===== src/rtl/clk_step_ctrl_if.sv =====
// Control/status bundle between the CPU clock-enable scheduler and its users.
// master drives run/step/rate_sel/halt_req; slave (the scheduler) drives the strobe and status.
interface clk_step_ctrl_if;
    logic       run;
    logic       step;
    logic [1:0] rate_sel;
    logic       halt_req;
    logic       cpu_ce;
    logic       tick_led;
    logic [1:0] mode;
    logic       halted;

    modport master (
        output run,
        output step,
        output rate_sel,
        output halt_req,
        input  cpu_ce,
        input  tick_led,
        input  mode,
        input  halted
    );

    modport slave (
        input  run,
        input  step,
        input  rate_sel,
        input  halt_req,
        output cpu_ce,
        output tick_led,
        output mode,
        output halted
    );
endinterface


===== src/rtl/clk_step_ctrl.sv =====
// CPU clock-enable scheduler: decade prescaler plus IDLE/RUN/STEP sequencer driving cpu_ce.
// Optional macro CLK_STEP_SYNC_EN inserts 2-flop synchronizers on run and step.
module clk_step_ctrl #(
    parameter int DIV_BASE = 10,
    parameter int CNT_W    = 10
) (
    input  logic           clk,
    input  logic           rst_n,
    clk_step_ctrl_if.slave bus
);

    typedef enum logic [1:0] {
        S_IDLE = 2'b00,
        S_RUN  = 2'b01,
        S_STEP = 2'b10
    } state_t;

    state_t           r_state;
    state_t           w_state_next;
    logic [CNT_W-1:0] r_count;
    logic [CNT_W-1:0] w_count_next;
    logic [1:0]       r_rate;
    logic             r_halted;
    logic             w_halted_next;
    logic             r_led;

    logic [1:0]       w_raw;
    logic [1:0]       w_cond;
    logic [1:0]       r_in;
    logic             r_step_d;

    logic             w_run;
    logic             w_step_rise;
    logic             w_tick;
    logic             w_ce;
    logic             w_rate_load;
    logic             w_halt_set;
    logic [CNT_W-1:0] w_term [4];

    // Terminal count per rate_sel: DIV_BASE^k - 1.
    for (genvar gi = 0; gi < 4; gi++) begin : g_term
        assign w_term[gi] = CNT_W'(DIV_BASE ** gi - 1);
    end

    assign w_raw = {bus.step, bus.run};

`ifdef CLK_STEP_SYNC_EN
    for (genvar gi = 0; gi < 2; gi++) begin : g_sync
        logic r_meta;
        logic r_sync;

        always_ff @(posedge clk or negedge rst_n) begin
            if (!rst_n) begin
                r_meta <= 1'b0;
                r_sync <= 1'b0;
            end else begin
                r_meta <= w_raw[gi];
                r_sync <= r_meta;
            end
        end

        assign w_cond[gi] = r_sync;
    end
`else
    assign w_cond = w_raw;
`endif

    // Registered inputs; r_step_d holds the previous step sample for edge detection.
    always_ff @(posedge clk or negedge rst_n) begin
        if (!rst_n) begin
            r_in     <= 2'b00;
            r_step_d <= 1'b0;
        end else begin
            r_in     <= w_cond;
            r_step_d <= r_in[1];
        end
    end

    assign w_run       = r_in[0];
    assign w_step_rise = r_in[1] & ~r_step_d;

    assign w_tick      = (r_count == w_term[r_rate]);
    assign w_rate_load = (r_state == S_IDLE) || w_tick;

    always_ff @(posedge clk or negedge rst_n) begin
        if (!rst_n) begin
            r_state <= S_IDLE;
            r_count <= '0;
        end else begin
            r_state <= w_state_next;
            r_count <= w_count_next;
        end
    end

    // Count returns to 0 whenever the next state is IDLE or a period completes.
    always_comb begin
        w_state_next = r_state;
        w_count_next = '0;
        w_ce         = 1'b0;
        case (r_state)
            S_IDLE: begin
                if (w_run && !r_halted) begin
                    w_state_next = S_RUN;
                end else if (w_step_rise) begin
                    w_state_next = S_STEP;
                end
            end
            S_RUN: begin
                w_ce = w_tick;
                if (!w_run || (w_tick && bus.halt_req)) begin
                    w_state_next = S_IDLE;
                end else if (!w_tick) begin
                    w_count_next = r_count + CNT_W'(1);
                end
            end
            S_STEP: begin
                w_ce = w_tick;
                if (w_tick) begin
                    w_state_next = S_IDLE;
                end else begin
                    w_count_next = r_count + CNT_W'(1);
                end
            end
            default: begin
                w_state_next = S_IDLE;
            end
        endcase
    end

    // A halt set on a strobe wins over the run-low clear in the same cycle.
    assign w_halt_set    = w_ce & bus.halt_req;
    assign w_halted_next = w_halt_set | (r_halted & w_run);

    always_ff @(posedge clk or negedge rst_n) begin
        if (!rst_n) begin
            r_rate   <= 2'b00;
            r_halted <= 1'b0;
            r_led    <= 1'b0;
        end else begin
            if (w_rate_load) begin
                r_rate <= bus.rate_sel;
            end
            r_halted <= w_halted_next;
            r_led    <= r_led ^ w_ce;
        end
    end

    assign bus.cpu_ce   = w_ce;
    assign bus.tick_led = r_led;
    assign bus.mode     = r_state;
    assign bus.halted   = r_halted;

endmodule

===== src/flat_wrapper.sv =====
// flat-port wrapper written by rule: the top's interface ports become plain ports
module clk_step_ctrl_flat 
#(
    parameter int DIV_BASE = 10,
    parameter int CNT_W    = 10
)
  (clk, rst_n, bus_run, bus_step, bus_rate_sel, bus_halt_req, bus_cpu_ce, bus_tick_led, bus_mode, bus_halted);
  clk_step_ctrl_if bus_i ();
  input  logic clk;
  input  logic rst_n;
  input wire logic [$bits(bus_i.run)-1:0] bus_run;
  input wire logic [$bits(bus_i.step)-1:0] bus_step;
  input wire logic [$bits(bus_i.rate_sel)-1:0] bus_rate_sel;
  input wire logic [$bits(bus_i.halt_req)-1:0] bus_halt_req;
  output wire logic [$bits(bus_i.cpu_ce)-1:0] bus_cpu_ce;
  output wire logic [$bits(bus_i.tick_led)-1:0] bus_tick_led;
  output wire logic [$bits(bus_i.mode)-1:0] bus_mode;
  output wire logic [$bits(bus_i.halted)-1:0] bus_halted;
  assign bus_i.run = bus_run;
  assign bus_i.step = bus_step;
  assign bus_i.rate_sel = bus_rate_sel;
  assign bus_i.halt_req = bus_halt_req;
  assign bus_cpu_ce = bus_i.cpu_ce;
  assign bus_tick_led = bus_i.tick_led;
  assign bus_mode = bus_i.mode;
  assign bus_halted = bus_i.halted;
  clk_step_ctrl #(.DIV_BASE(DIV_BASE), .CNT_W(CNT_W)) u_core (.clk(clk), .rst_n(rst_n), .bus(bus_i));
endmodule

===== config.mk =====
export PLATFORM = sky130hd
export DESIGN_NAME = clk_step_ctrl_flat
export DESIGN_NICKNAME = d
export VERILOG_FILES = /design/src/rtl/clk_step_ctrl_if.sv /design/src/rtl/clk_step_ctrl.sv /design/src/flat_wrapper.sv
export SDC_FILE = /design/constraint.sdc
export NUM_CORES = 1
export LEC_CHECK = 0
export CELL_PAD_IN_SITES_DETAIL_PLACEMENT = 1
export CELL_PAD_IN_SITES_GLOBAL_PLACEMENT = 1
export CORE_AREA = 5 5 55 57
export CTS_CLUSTER_DIAMETER = 120
export DETAILED_ROUTE_END_ITERATION = 8
export DIE_AREA = 0 0 60 62
export GPL_TIMING_DRIVEN = 1
export PLACE_DENSITY_LB_ADDON = 0.1
export SLEW_MARGIN = 20
export SYNTH_ARGS = -nofsm -noshare
export SYNTH_HDL_FRONTEND = slang
export SYNTH_SLANG_ARGS = --single-unit

===== constraint.sdc =====
create_clock -name clk -period 2.3 [get_ports clk]
set_input_delay 0.46 -clock clk [delete_from_list [all_inputs] [get_ports clk]]
set_output_delay 0.46 -clock clk [all_outputs]
set_load 0.02 [all_outputs]

---- Yosys cells after proc, flatten, opt, wreduce, memory -nomap -nowiden ----
Index checks and enable logic that the tools add are counted.
cells by class
  $add $sub $neg .......................... 1
  $mul .................................... 0
  div/mod/pow operators ................... 0
  order comparisons ....................... 1
  eq/ne operators ......................... 6
  shift operators ......................... 0
  mux-type cells .......................... 12
  bitwise gates (word level) .............. 7
  reduce and logical (&&, ||, !) cells .... 9
operators by type and width
  operator                                                count
  two-way mux 10 bit                                      4
  binary-select mux 10 bit (select 2 bit)                 1
  case mux 10 bit (2 select lines)                        1
  adder 10 x 1 -> 10 bit (second input constant)          1
  equality test 10 bit                                    1
  two-way mux 2 bit                                       4
  case mux 2 bit (3 select lines)                         1
  inequality test 2 x 1 -> 1 bit (second input constant)  2
  bitwise AND 1 bit                                       3
  >= comparator 3 bit (second input constant)             1
  inequality test 3 x 2 -> 1 bit (second input constant)  1
  inverter 2 -> 3 bit                                     1
  AND reduction 3 bit                                     1
  equality test 2 x 1 -> 1 bit (second input constant)    1
  equality test 2 bit (second input constant)             1
  logical AND 1 bit                                       2
  logical NOT 1 bit                                       2
  logical NOT 2 bit                                       1
  logical OR 1 bit                                        2
  OR reduction 2 bit                                      1
  two-way mux 1 bit                                       1
  inverter 1 bit                                          1
  bitwise OR 1 bit                                        1
  XOR 1 bit                                               1
storage, ports and cells
  bits in registers ....................... 19
  bits in latches ......................... 0
  bits in writable memories ............... 0
  bits in read-only memories .............. 0
  input port bits ......................... 7
  memories ................................ 0

---- Logic depth before layout (Yosys ltp) ----
Gate-level depths: netlist of run 1.
  depth in word-level cells ............... 9
  gate-level depth with buffers ........... 7

---- Worst setup path before layout of run 1 ----
OpenSTA, ideal clock, no wires.
  kind .................................... register to output
  start ................................... reg u_core.r_count[2]
  end ..................................... out bus_cpu_ce
  data arrival time ....................... 1.450 ns
  required time ........................... 1.840 ns
  slack ................................... 0.390 ns
  stages on the path, launching flop included .. 5
  buffers on the path ..................... 0
  cell sequence ........................... dfrtp_1 or4_1 nand2_1 o2111a_2 and2_2
on the way
  longest elaborated chain between the ends .. 2
RTL lines
  element                 line                  source
  start, declared         clk_step_ctrl.sv:20   logic [CNT_W-1:0] r_count;
  start signal, assigned  clk_step_ctrl.sv:91   r_count <= w_count_next;
  equality test 10 bit    clk_step_ctrl.sv:82   assign w_tick = (r_count == w_term[r_rate]);
  two-way mux 1 bit       clk_step_ctrl.sv:100  case (r_state)
  end, declared           flat_wrapper.sv:15    output wire logic [$bits(bus_i.cpu_ce)-1:0] bus_cpu_ce;
Every way passes these cells.

---- Worst setup path in the final report of run 1 ----
Same ends and word-level chain as after synthesis.

==> summary by stage, run 1 <==
Run status
The flow ran to the end, and the final reports show no timing, DRC or antenna violations.

Setup path
Along the worst path, the maximum fanout reaches 2. The nature of the critical path endpoint is a primary output. The startpoint identified for the worst register-to-register timing path is u_core.r_rate[1]. The critical path starts at u_core.r_count[2].

The required time at the worst-slack endpoint is 1.84 ns. STA puts the critical path data arrival time at 1.75 ns. The worst setup path is launched from a flop. The capturing point of the worst reg2reg path is u_core.r_count[1]. The reg2reg setup slack is 0.20 ns. The worst register-to-register path has a depth of 6. The worst setup path is of the flop to primary output kind.

Floorplanning
The total area inside the core boundary comes to 2430 sq um. The die covers 3720 sq um. The top-level port count is 12. The starting utilization of the core area is 0.401.

The floorplan row count is 18. The die is 62 um tall. The x dimension of the die is 60 um.

STA
The final setup TNS is 0 ns. The highest achievable clock rate is 452 MHz. The number of endpoints with negative hold slack in the final report is 0. Setup slack on the critical path of the routed design comes to 0.0891 ns. The final worst clock skew is 0.00393 ns. The number of pins with negative max-slew slack in the final report is 0. In this run the tightest slew margin relative to its limit is 0.739. The count of endpoints failing setup in the final report is 0. Setup repair after global routing left no endpoint under its margin.

The worst path in the final design needs a cycle of 2.21 ns, including I/O delays and setup. Dividing the final minimum period by the clock period gives 0.961. The transition at the pin with the smallest max-transition slack is 0.392 ns.

Run
Across the run, the number of max-cap violations was 0.

Placed design
Once detailed placement completed, the half-perimeter wirelength came to 1690 um. Summing all placed instances gives a cell area of 1180 sq um. Before CTS, the worst setup slack after placement is -0.0600 ns.

Buffers placed on the I/O ports in this run total 11. Routability-driven placement finished with a final weighted congestion of 0.795.

Clock tree
Counting along the longest clock path gives a buffer depth of 2. The clock tree root buffer cell is sky130_fd_sc_hd__clkbuf_4. Clock-pin slew was measured on the worst setup and hold paths at 0.11 ns.

Clock tree synthesis found a total of 19 sinks. The clock reaches the later pin of the worst-skew pair after 0.30 ns. CTS built an H-tree with a depth of 1. TritonCTS built the clock tree. The total clock buffers created by CTS is 3.

Synthesis
After technology mapping, the gate count stands at 94. The total of warnings raised by yosys is 0. The synthesized flop and latch total is 19. The predominant post-synthesis flop cell is sky130_fd_sc_hd__dfrtp_1. The top-area cell type share of the netlist area is 0.487. In the post-synthesis netlist, the biggest area contributors are sky130_fd_sc_hd__dfrtp_1 49%, sky130_fd_sc_hd__xnor2_1 6.3%, sky130_fd_sc_hd__nor2_1 5.8%, sky130_fd_sc_hd__ha_1 5.1%, sky130_fd_sc_hd__mux2_2 3.5%. The synthesized netlist contains 32 unique library cells. The commonest cells after synthesis are 19 x sky130_fd_sc_hd__dfrtp_1, 15 x sky130_fd_sc_hd__nor2_1, 7 x sky130_fd_sc_hd__inv_1, 7 x sky130_fd_sc_hd__xnor2_1, 6 x sky130_fd_sc_hd__nand3_1.

Yosys instantiated no cell more often than sky130_fd_sc_hd__dfrtp_1. The post-synthesis net count is 105. The register area share after synthesis is 0.487.

The share of flip-flops with an asynchronous set or reset is 1.00. Counting flops with a built-in enable in the synthesized netlist gives 0. Dividing the synthesized area by the synthesized cell count gives 10.4 sq um.

The cell area that synthesis handed to floorplanning was 976 sq um. sky130_fd_sc_hd__dfrtp_1 takes more of the synthesized area than any other cell.

Layout
The finished cells cover 1220 sq um. From synthesis to final layout, the design area changed by 25.4%. The number of diodes added for antenna fixing is 0. In the final design database the tool counted 131 nets. After filler insertion, the fill cell instance count of the layout stands at 287. In the final layout, the share of cells above drive strength 1 is 0.202.

Global routing
The first-pass GRT wire length is 3740 um. In the global route stage, met1 resource usage came out at 0.151. The global route total overflow is 0.

The via count of the first global-routing pass is 897. Entering global routing, the biggest net connects 20 pins. Across every metal layer, demand over resource in global routing totals 0.135. The number of antenna violations at the first check in global routing is 0.

The met2 demand-to-capacity share in global routing is 0.252. The global routing's busiest layer is met2. In the global route stage, met3 resource usage came out at 0.0331.

Detailed routing
Dividing the detail-routed wire length by the instance count gives 14.6 um. The routed via count divided by cell count is 5.16. The via total after detailed routing is 769. In this run the remaining antenna-violating nets after routing total 0. For this run, design rule violations remaining after detail routing come to 0.

The final layout contains routed wiring with a total length of 2170 um. The first routing iteration left 19 violations. The number of iterations in the first detailed-routing pass is 2.

Worst hold path
Counting instances, the worst hold path has a depth of 0. The worst hold path belongs to the class flop to flop. The startpoint identified for the worst hold timing path is u_core.r_in[1]. For hold timing, the worst endpoint is u_core.r_step_d.

Pwr
The static leakage power is 0.000518 uW. The maximum vdd ir drop is 652 uV. In this run the power density over the cells is 992 nW/um^2.
[report_power, final]
part / switching [uW] / internal, uW
sequential: 51.3 / 397
clock: 107 / 66.1
combinational: 291 / 302
total: 449 / 764
[worst max path at each step]
stage                       to  slack (ns)  cells after the start
floorplan           bus_cpu_ce        0.39                      4
global placement    bus_cpu_ce       -0.04                      5
detailed placement  bus_cpu_ce       -0.06                      5
CTS                 bus_cpu_ce        0.02                      5
global route        bus_cpu_ce       0.007                      5
finish              bus_cpu_ce        0.09                      5
[sequential cells by signal, summed over array words and instances (netlist names)]
name / cells
u_core.bus.mode: 2
u_core.r_step_d: 1
u_core.r_rate: 2
u_core.bus.tick_led: 1
u_core.r_in: 2
u_core.r_count: 10
u_core.bus.halted: 1
[cell type report]
class,count,area (sq um),area share
Tap cell,30,37.5,0.0307
Sequential cell,19,475,0.389
Clock buffer,3,22.5,0.0184
Clock inverter,1,7.51,0.00613
Timing Repair Buffer,23,201,0.165
Inverter,7,26.3,0.0215
Multi-Input combinational cell,66,453,0.370
[stage by stage]
stage                     instances  hold slack [ns]  power (uW)  utilization
after floorplan                  94            0.164         803            -
after global placement          144            0.364        1020        0.487
after detailed placement        144            0.373        1040        0.487
after CTS                       148            0.401        1220        0.497
after global routing            149            0.410        1310        0.503
final                           149            0.398        1210        0.503
[cells by family (layout without fill, tap and decap cells)]
kind of cell,count (synthesis),in the layout,share of synthesized area
AO/OA/AOI/OAI,13,13,0.109
adder cells (fa/ha/maj),4,4,0.0513
XOR/XNOR,9,9,0.0808
multiplexers,3,3,0.0346
AND/OR/NAND/NOR,37,37,0.187
buffers and inverters,9,34,0.0500
flip-flops,19,19,0.487
[timing repair]
| action | CTS | global route |
|---|---|---|
| endpoints found under the setup margin | 1 | 1 |
| gates resized for setup | 4 | 3 |
| hold buffers | 0 | 0 |
| buffers inserted | 0 | 1 |
[per-layer routing]
layer	part of all wire	routed length, um
met1	0.46	999
met2	0.50	1090
met3	0.028	60
met4	0.011	24
met5	0	0
[worst max-delay path, cell delays in order (launching register included)]
cell and delay (ns):
sky130_fd_sc_hd__dfrtp_1 0.40, sky130_fd_sc_hd__or4_1 0.52, sky130_fd_sc_hd__nand2_1 0.08, sky130_fd_sc_hd__o2111a_2 0.19, sky130_fd_sc_hd__and2_4 0.15, sky130_fd_sc_hd__buf_6 0.11
[cells in the final DEF (no fill, tap or decap)]
| master | Yosys | routed |
|---|---|---|
| sky130_fd_sc_hd__mux2_2 | 3 | 3 |
| sky130_fd_sc_hd__nand2b_1 | 1 | 1 |
| sky130_fd_sc_hd__o311a_2 | 1 | 1 |
| sky130_fd_sc_hd__a221oi_1 | 1 | 1 |
| sky130_fd_sc_hd__o31ai_1 | 1 | 1 |
| sky130_fd_sc_hd__and2_4 | 0 | 1 |
| sky130_fd_sc_hd__a22o_1 | 1 | 1 |
| sky130_fd_sc_hd__inv_1 | 7 | 7 |
| sky130_fd_sc_hd__or3b_1 | 1 | 1 |
| sky130_fd_sc_hd__or4_1 | 1 | 1 |
| sky130_fd_sc_hd__o2111a_2 | 1 | 1 |
| sky130_fd_sc_hd__and2b_1 | 1 | 1 |
| sky130_fd_sc_hd__xnor2_1 | 7 | 7 |
| sky130_fd_sc_hd__dfrtp_1 | 19 | 19 |
| sky130_fd_sc_hd__a21o_2 | 1 | 1 |
| sky130_fd_sc_hd__o211ai_1 | 1 | 1 |
| sky130_fd_sc_hd__nand4_1 | 2 | 2 |
| sky130_fd_sc_hd__clkdlybuf4s50_1 | 0 | 10 |
| sky130_fd_sc_hd__nor3_1 | 2 | 2 |
| sky130_fd_sc_hd__nand2_1 | 4 | 4 |
| sky130_fd_sc_hd__nor3b_1 | 1 | 1 |
| sky130_fd_sc_hd__a32oi_1 | 1 | 1 |
| sky130_fd_sc_hd__nor4_1 | 1 | 1 |
| sky130_fd_sc_hd__o21ai_0 | 1 | 1 |
| sky130_fd_sc_hd__nor2_1 | 15 | 15 |
| sky130_fd_sc_hd__buf_4 | 0 | 12 |
| sky130_fd_sc_hd__a211oi_1 | 2 | 2 |
| sky130_fd_sc_hd__a21oi_1 | 1 | 1 |
| sky130_fd_sc_hd__xor2_1 | 2 | 2 |
| sky130_fd_sc_hd__buf_6 | 2 | 1 |
| sky130_fd_sc_hd__ha_1 | 4 | 4 |
| sky130_fd_sc_hd__clkbuf_4 | 0 | 3 |
| sky130_fd_sc_hd__nand3_1 | 6 | 6 |
| sky130_fd_sc_hd__nand3b_1 | 1 | 1 |
| sky130_fd_sc_hd__clkinvlp_4 | 0 | 1 |
| sky130_fd_sc_hd__o21bai_1 | 1 | 1 |
(Power assumes the default switching activity.)
==> run 2, diff against run 1 <==
--- a/config.mk
+++ b/config.mk
@@ -14,3 +14,3 @@
 export GPL_TIMING_DRIVEN = 1
-export PLACE_DENSITY_LB_ADDON = 0.1
+export PLACE_DENSITY_LB_ADDON = 0.2
 export SLEW_MARGIN = 20
--- a/constraint.sdc
+++ b/constraint.sdc
@@ -3,2 +3,2 @@
 set_output_delay 0.46 -clock clk [all_outputs]
-set_load 0.02 [all_outputs]
+set_load 0.05 [all_outputs]
==> summary by stage, run 2 (same netlist as run 1, synthesis figures left out) <==
STA
The final setup TNS is 0 ns (unchanged). The count of endpoints failing setup in the final report was 0 (unchanged). Setup repair after global routing could not meet its margin everywhere. The number of pins with negative max-slew slack in the final report is 0 (unchanged). The transition at the pin with the smallest max-transition slack is 0.511 ns (+0.119 ns). The worst hold slack is 0.394 ns (-0.00354 ns). The period utilization came to 0.993 (+0.0319). The highest achievable clock rate is 438 MHz (-3.2%). The final worst clock skew was 0.00414 ns (+0.000216 ns).

The worst-case headroom to the max-slew limit is 0.658 (-0.0804). The minimum clock period was 2.28 ns (+0.0733 ns). The number of endpoints with negative hold slack in the final report was 0 (unchanged).

Layout
The register with the most flip-flops in the final layout is u_core.r_count. The cell area after layout is 1230 sq um (+0.72%). The signed area change from the synthesized netlist to the final layout is 26.3%. Leaving out fill and tap cells, the most frequent cells in the layout are 15 x sky130_fd_sc_hd__nor2_1, 15 x sky130_fd_sc_hd__dfrtp_1, 11 x sky130_fd_sc_hd__buf_4. The fraction of layout instances using a drive strength above 1 came to 0.237 (+0.0356). The number of flip-flops under the largest register name is 10 (unchanged). The number of nets at the end of the flow is 130 (-0.76%). The post-route core utilization is 0.507 (+0.00360).

The fill cell instance count of the final layout is 284 (-1.0%). The number of diodes added for antenna fixing is 0 (unchanged).

Pwr
The power density of the placed cells came to 1060 nW/um^2 (+6.7%). The power consumption is 1300 uW (+7.4%). The static leakage power is 0.000515 uW (-0.59%). The maximum vdd ir drop is 708 uV (+8.7%).

Setup path
The critical path in this run is classified as flop to primary output. For this design, the slowest cell found on the critical path is sky130_fd_sc_hd__or4_1. The critical path launch point type is a flop. The worst setup path is captured at a primary output. The required time at the worst-slack endpoint is 1.84 ns (about the same). The data arrival time of the worst path came to 1.82 ns (+0.07 ns). The top fanout value on the critical path is 2 (unchanged). The largest incremental delay on the critical path came to 0.53 ns (about the same).

The critical path goes through or4_1 -> nand2_1 -> o2111a_2 -> and2_4 -> buf_12. The cell family contributing the most delay on the critical path is simple AND/OR/NAND/NOR gates. The buffer and inverter count on the worst path was 1 (unchanged).

Floorplanning
The top-level port count came to 12 (unchanged). The height of the chip came to 62 um (unchanged). The area of the die is 3720 sq um (unchanged).

The placeable core region came to 2430 sq um (unchanged). The starting utilization of the core area is 0.401 (unchanged). The x dimension of the die is 60 um (unchanged). The floorplan row count is 18 (unchanged).

Clock tree
The total clock buffers created by CTS came to 3 (unchanged). The buffer depth of the longest clock path came to 2 (unchanged). The hold-fix buffer count after cts is 0 (unchanged). The clock input transition at the sequential cells of the worst setup and hold paths is 0.11 ns (about the same). The insertion delay of the later-clocked pin in the worst-skew pair came to 0.31 ns (about the same). The number of levels the H-tree was split into is 1 (unchanged). The root buffer cell chosen for the clock tree is sky130_fd_sc_hd__clkbuf_4. TritonCTS built the clock tree.

The number of clock sinks is 19 (unchanged).

Detailed routing
The total detailed-routing wirelength is 2310 um (+6.5%). The post-route DRC violation count was 0 (unchanged). The number of DRC violations after detailed-routing iteration 0 is 13 (-6). The number of iterations in the first detailed-routing pass is 4 (+2). The via total after detailed routing is 757 (-1.6%).

The wire length per cell was 15.6 um (+7.3%). The final antenna-violating net count was 0 (unchanged). The routed via count divided by cell count is 5.11 (-0.90%).

Global routing
The first-pass GRT wire length is 3950 um (+5.5%). The largest net degree at the start of global routing is 20 (unchanged). The number of antenna violations at the first check in global routing is 0 (unchanged). The aggregate global-route resource usage is 0.144 (+0.00969). The via count of the first global-routing pass is 862 (-3.9%).

The global route total overflow is 0 (unchanged).

Run
The number of maximum-capacitance constraint violations is 0 (unchanged).

Placed design
The sum of net half-perimeters after detailed placement came to 1600 um (-5.6%). The placer congestion estimate is 0.790 (-0.68%). The count of port buffers added during placement is 11 (unchanged).

The standard cell area after detailed placement is 1130 sq um (-4.9%).

Run status
The flow ran to the end, and the final reports show no timing, DRC or antenna violations.

Worst hold path
The path class of the tightest hold or removal check is flop to flop.
[run 2: cell count changes in the layout (fill, tap and decap cells not counted), sizes merged]
| cell | change |
|---|---|
| clkinv | +1 |
| clkinvlp | -1 |
| buf | -1 |
[run 2: final timing paths]
kind	startpoint	end	slack, ns	cells past startpoint
worst min register to register	u_core.r_in[1]	u_core.r_step_d	0.39	0
worst max register to register	u_core.r_count[3]	u_core.r_count[3]	0.21	6
max in group asynchronous	rst_n	u_core.r_count[3]	1.61	2
worst min-delay path	u_core.r_in[1]	u_core.r_step_d	0.39	0
worst max-delay path	u_core.r_count[7]	bus_cpu_ce	0.02	5
min in group asynchronous	rst_n	u_core.r_count[6]	0.47	2
[run 2: layer usage]
layer  GRT usage  part of all wire
met3      0.0393             0.042
met5           0                 0
met4      0.0759             0.012
met1       0.177              0.46
met2       0.233              0.48
[run 2: area by class of cell]
cell class                 count  area (sq um)  share of cell area
clock buffer                   3          22.5              0.0183
clock inverter                 1          5.00             0.00406
inverter                       7          26.3              0.0213
multi-input combinational     66           458               0.372
sequential                    19           480               0.390
tap                           30          37.5              0.0305
timing repair buffer          22           203               0.164
[run 2: power breakdown]
| part | switching, uW | internal, uW | total (uW) |
|---|---|---|---|
| clock | 111 | 65.0 | 176 |
| combinational | 359 | 296 | 655 |
| sequential | 72.6 | 400 | 473 |
| total | 543 | 761 | 1300 |
[run 2: repair_timing]
action	in CTS	in global routing
buffers inserted	6	3
pin swaps	1	5
resized for setup	4	2
setup endpoints to repair	1	1
[run 2: worst register-to-register path: cells and delay by family (launching register included)]
kind	cells	cell delay, ns
flip-flops	1	0.44
AND/OR/NAND/NOR	2	0.74
AO/OA/AOI/OAI	2	0.53
buffers and inverters	2	0.29
[run 2: per-stage QoR]
stage | worst slack (ns) | instances
2_1_floorplan | 0.287 | 94
3_3_place_gp | 0.234 | 135
3_5_place_dp | 0.199 | 135
4_1_cts | 0.0130 | 145
5_1_grt | -0.0429 | 148
6_report | 0.0159 | 148
==> run 3, diff against run 2 <==
- CORE_AREA: 5 5 55 57 -> 2 2 52 54
- DIE_AREA: 0 0 60 62 -> 0 0 54 56
==> summary by stage, run 3 (same netlist as run 1, synthesis figures left out) <==
Clock tree
The insertion delay of the later-clocked pin in the worst-skew pair is 0.30 ns (about the same). TritonCTS built the clock tree. The clock tree root buffer cell is sky130_fd_sc_hd__clkbuf_4. The number of clock sinks was 19 (unchanged). The clock input transition at the sequential cells of the worst setup and hold paths is 0.11 ns (about the same). The number of levels the H-tree was split into is 1 (unchanged). The total clock buffers created by CTS is 3 (unchanged). The buffer depth of the longest clock path is 2 (unchanged).

Layout
The number of nets at the end of the flow is 125 (-3.8%). The post-route core utilization is 0.492 (-0.0144). The register containing the most flip-flops in the final layout is u_core.r_count. The count of placed standard cells in the final layout, fillers left out is 143 (-3.4%). The area growth from synthesis to layout is 22.7%. The library cells used most frequently in the layout, excluding fill and tap cells, are 15 x sky130_fd_sc_hd__nor2_1, 15 x sky130_fd_sc_hd__dfrtp_1, 10 x sky130_fd_sc_hd__clkdlybuf4s50_1. The number of diodes added for antenna fixing is 0 (unchanged). The fraction of layout instances using a drive strength above 1 is 0.204 (-0.0337). The number of flip-flops under the largest register name is 10 (unchanged).

STA
The worst hold slack is 0.401 ns (+0.00696 ns). The count of endpoints failing setup in the final report was 0 (unchanged). The worst-case headroom to the max-slew limit is 0.658 (about the same). The period utilization is 0.991 (-0.00233).

The number of pins with negative max-slew slack in the final report is 0 (unchanged). The number of endpoints with negative hold slack in the final report is 0 (unchanged). The final worst clock skew is 0.00244 ns (-0.00170 ns).

The minimum clock period is 2.28 ns (-0.00535 ns). The highest achievable clock rate is 439 MHz (+0.23%). The final setup TNS is 0 ns (unchanged). The final setup slack of the worst path is 0.0212 ns (+0.00535 ns).

The transition at the pin with the smallest max-transition slack is 0.512 ns (+0.000468 ns). Setup repair after global routing could not meet its margin everywhere.

Pwr
The clock network power share was 0.137 (+0.002). The switching power is 547 uW (+0.84%). The proportion of power drawn by combinational gates is 0.494 (-0.008). The switching power share of the total was 0.420 (+0.00410). The power density of the placed cells is 1090 nW/um^2 (+2.8%). The portion of total power attributed to sequential cells is 0.369 (+0.007). The cell internal power dissipation is 755 uW (-0.85%). The maximum vdd ir drop is 655 uV (-7.5%). The static leakage power is 0.000484 uW (-6.0%).

Global routing
The number of antenna violations at the first check in global routing is 0 (unchanged). The global route total overflow is 0 (unchanged). The largest net degree at the start of global routing is 20 (unchanged). The via count of the first global-routing pass is 778 (-9.7%).

The aggregate global-route resource usage was 0.163 (+0.0190). The first-pass GRT wire length came to 3620 um (-8.4%).

Detailed routing
The total detailed-routing wirelength is 2130 um (-8.0%). The wire length per cell came to 14.9 um (-4.7%). The post-route DRC violation count came to 0 (unchanged). The final antenna-violating net count is 0 (unchanged). The number of iterations in the first detailed-routing pass is 3 (-1).

The routed via count divided by cell count is 5.17 (+1.0%). The number of DRC violations after detailed-routing iteration 0 is 5 (-8). The via total after detailed routing is 739 (-2.4%).

Floorplanning
The starting utilization of the core area was 0.401 (unchanged). The top-level port count came to 12 (unchanged). The x dimension of the die is 54 um (-10%).

The height of the chip is 56 um (-9.7%). The placeable core region is 2430 sq um (unchanged). The area of the die was 3020 sq um (-19%). The floorplan row count is 18 (unchanged).

Setup path
The critical path launch point type is a flop. The worst setup path is captured at a primary output. The worst setup path is of the flop to primary output kind.

The top fanout value on the critical path is 3 (+1). The data arrival time of the worst path is 1.82 ns (about the same). The required time at the worst-slack endpoint is 1.84 ns (about the same).

Placed design
The count of port buffers added during placement is 11 (unchanged). The number of cells after detailed placement is 135 (unchanged). The worst-case setup slack after placement was 0.190 ns (-0.00856 ns). The placer congestion estimate is 0.804 (+1.8%). The sum of net half-perimeters after detailed placement is 1540 um (-3.6%).

Run status
The flow ran to the end, and the final reports show no timing, DRC or antenna violations.

Worst hold path
The worst min-delay path category is flop to flop.

Run
The number of maximum-capacitance constraint violations is 0 (unchanged).
## run 3: changes by cell type in the layout (fill, tap and decap cells not counted)
cell,delta
sky130_fd_sc_hd__buf_4,-5
sky130_fd_sc_hd__clkinvlp_4,+1
sky130_fd_sc_hd__clkinv_2,-1
## run 3: repair_timing
action	CTS	global route
hold buffers	0	0
gates cloned	0	0
resized for setup	4	2
setup endpoints to repair	1	1
setup buffers	3	1
pin swaps	1	1
## run 3: worst max-delay path: stages (launching register included)
cell,delay (ns)
sky130_fd_sc_hd__dfrtp_2,0.42
sky130_fd_sc_hd__or4_1,0.51
sky130_fd_sc_hd__nand2_1,0.09
sky130_fd_sc_hd__o2111a_2,0.19
sky130_fd_sc_hd__and2_4,0.17
sky130_fd_sc_hd__buf_12,0.13
## run 3: per-layer routing
layer	part of all wire	wire, um	GRT usage	vias to the layer above
met4	0.0061	13	0.0429	0
met1	0.49	1050	0.218	362
met2	0.46	986	0.253	9
li1	-	-	-	366
met5	0	0	0	-
met3	0.037	79	0.0511	2
## run 3: power groups by stage
stage	sequential (uW)	clock (uW)	combinational, uW
after floorplan	572	0	316
after global routing	492	200	702
final	481	178	644
after CTS	478	186	624
after global placement	481	0	580
after detailed placement	486	0	584
## run 3: per-stage QoR
step / cell area [sq um] / power [uW]
floorplan: 976 / 888
global placement: 1130 / 1060
detailed placement: 1130 / 1070
CTS: 1180 / 1290
global route: 1200 / 1390
finish: 1200 / 1300
## run 3: worst paths after layout
check	startpoint	slack (ns)	cells after the start	endpoint
setup / recovery	u_core.r_count[2]	0.02	5	bus_cpu_ce
hold / removal	u_core.r_in[1]	0.40	0	u_core.r_step_d
setup reg to reg	u_core.r_rate[0]	0.19	8	u_core.r_count[9]
hold reg to reg	u_core.r_in[1]	0.40	0	u_core.r_step_d
max in group asynchronous	rst_n	1.62	2	u_core.r_rate[1]
min in group asynchronous	rst_n	0.47	2	u_core.r_count[8]
## run 3: layout make-up
| class | count | area, sq um |
|---|---|---|
| timing repair buffer | 17 | 165 |
| tap | 30 | 37.5 |
| inverter | 7 | 26.3 |
| fill | 289 | 1230 |
| multi-input combinational | 66 | 458 |
| clock inverter | 1 | 7.51 |
| sequential | 19 | 480 |
| clock buffer | 3 | 22.5 |
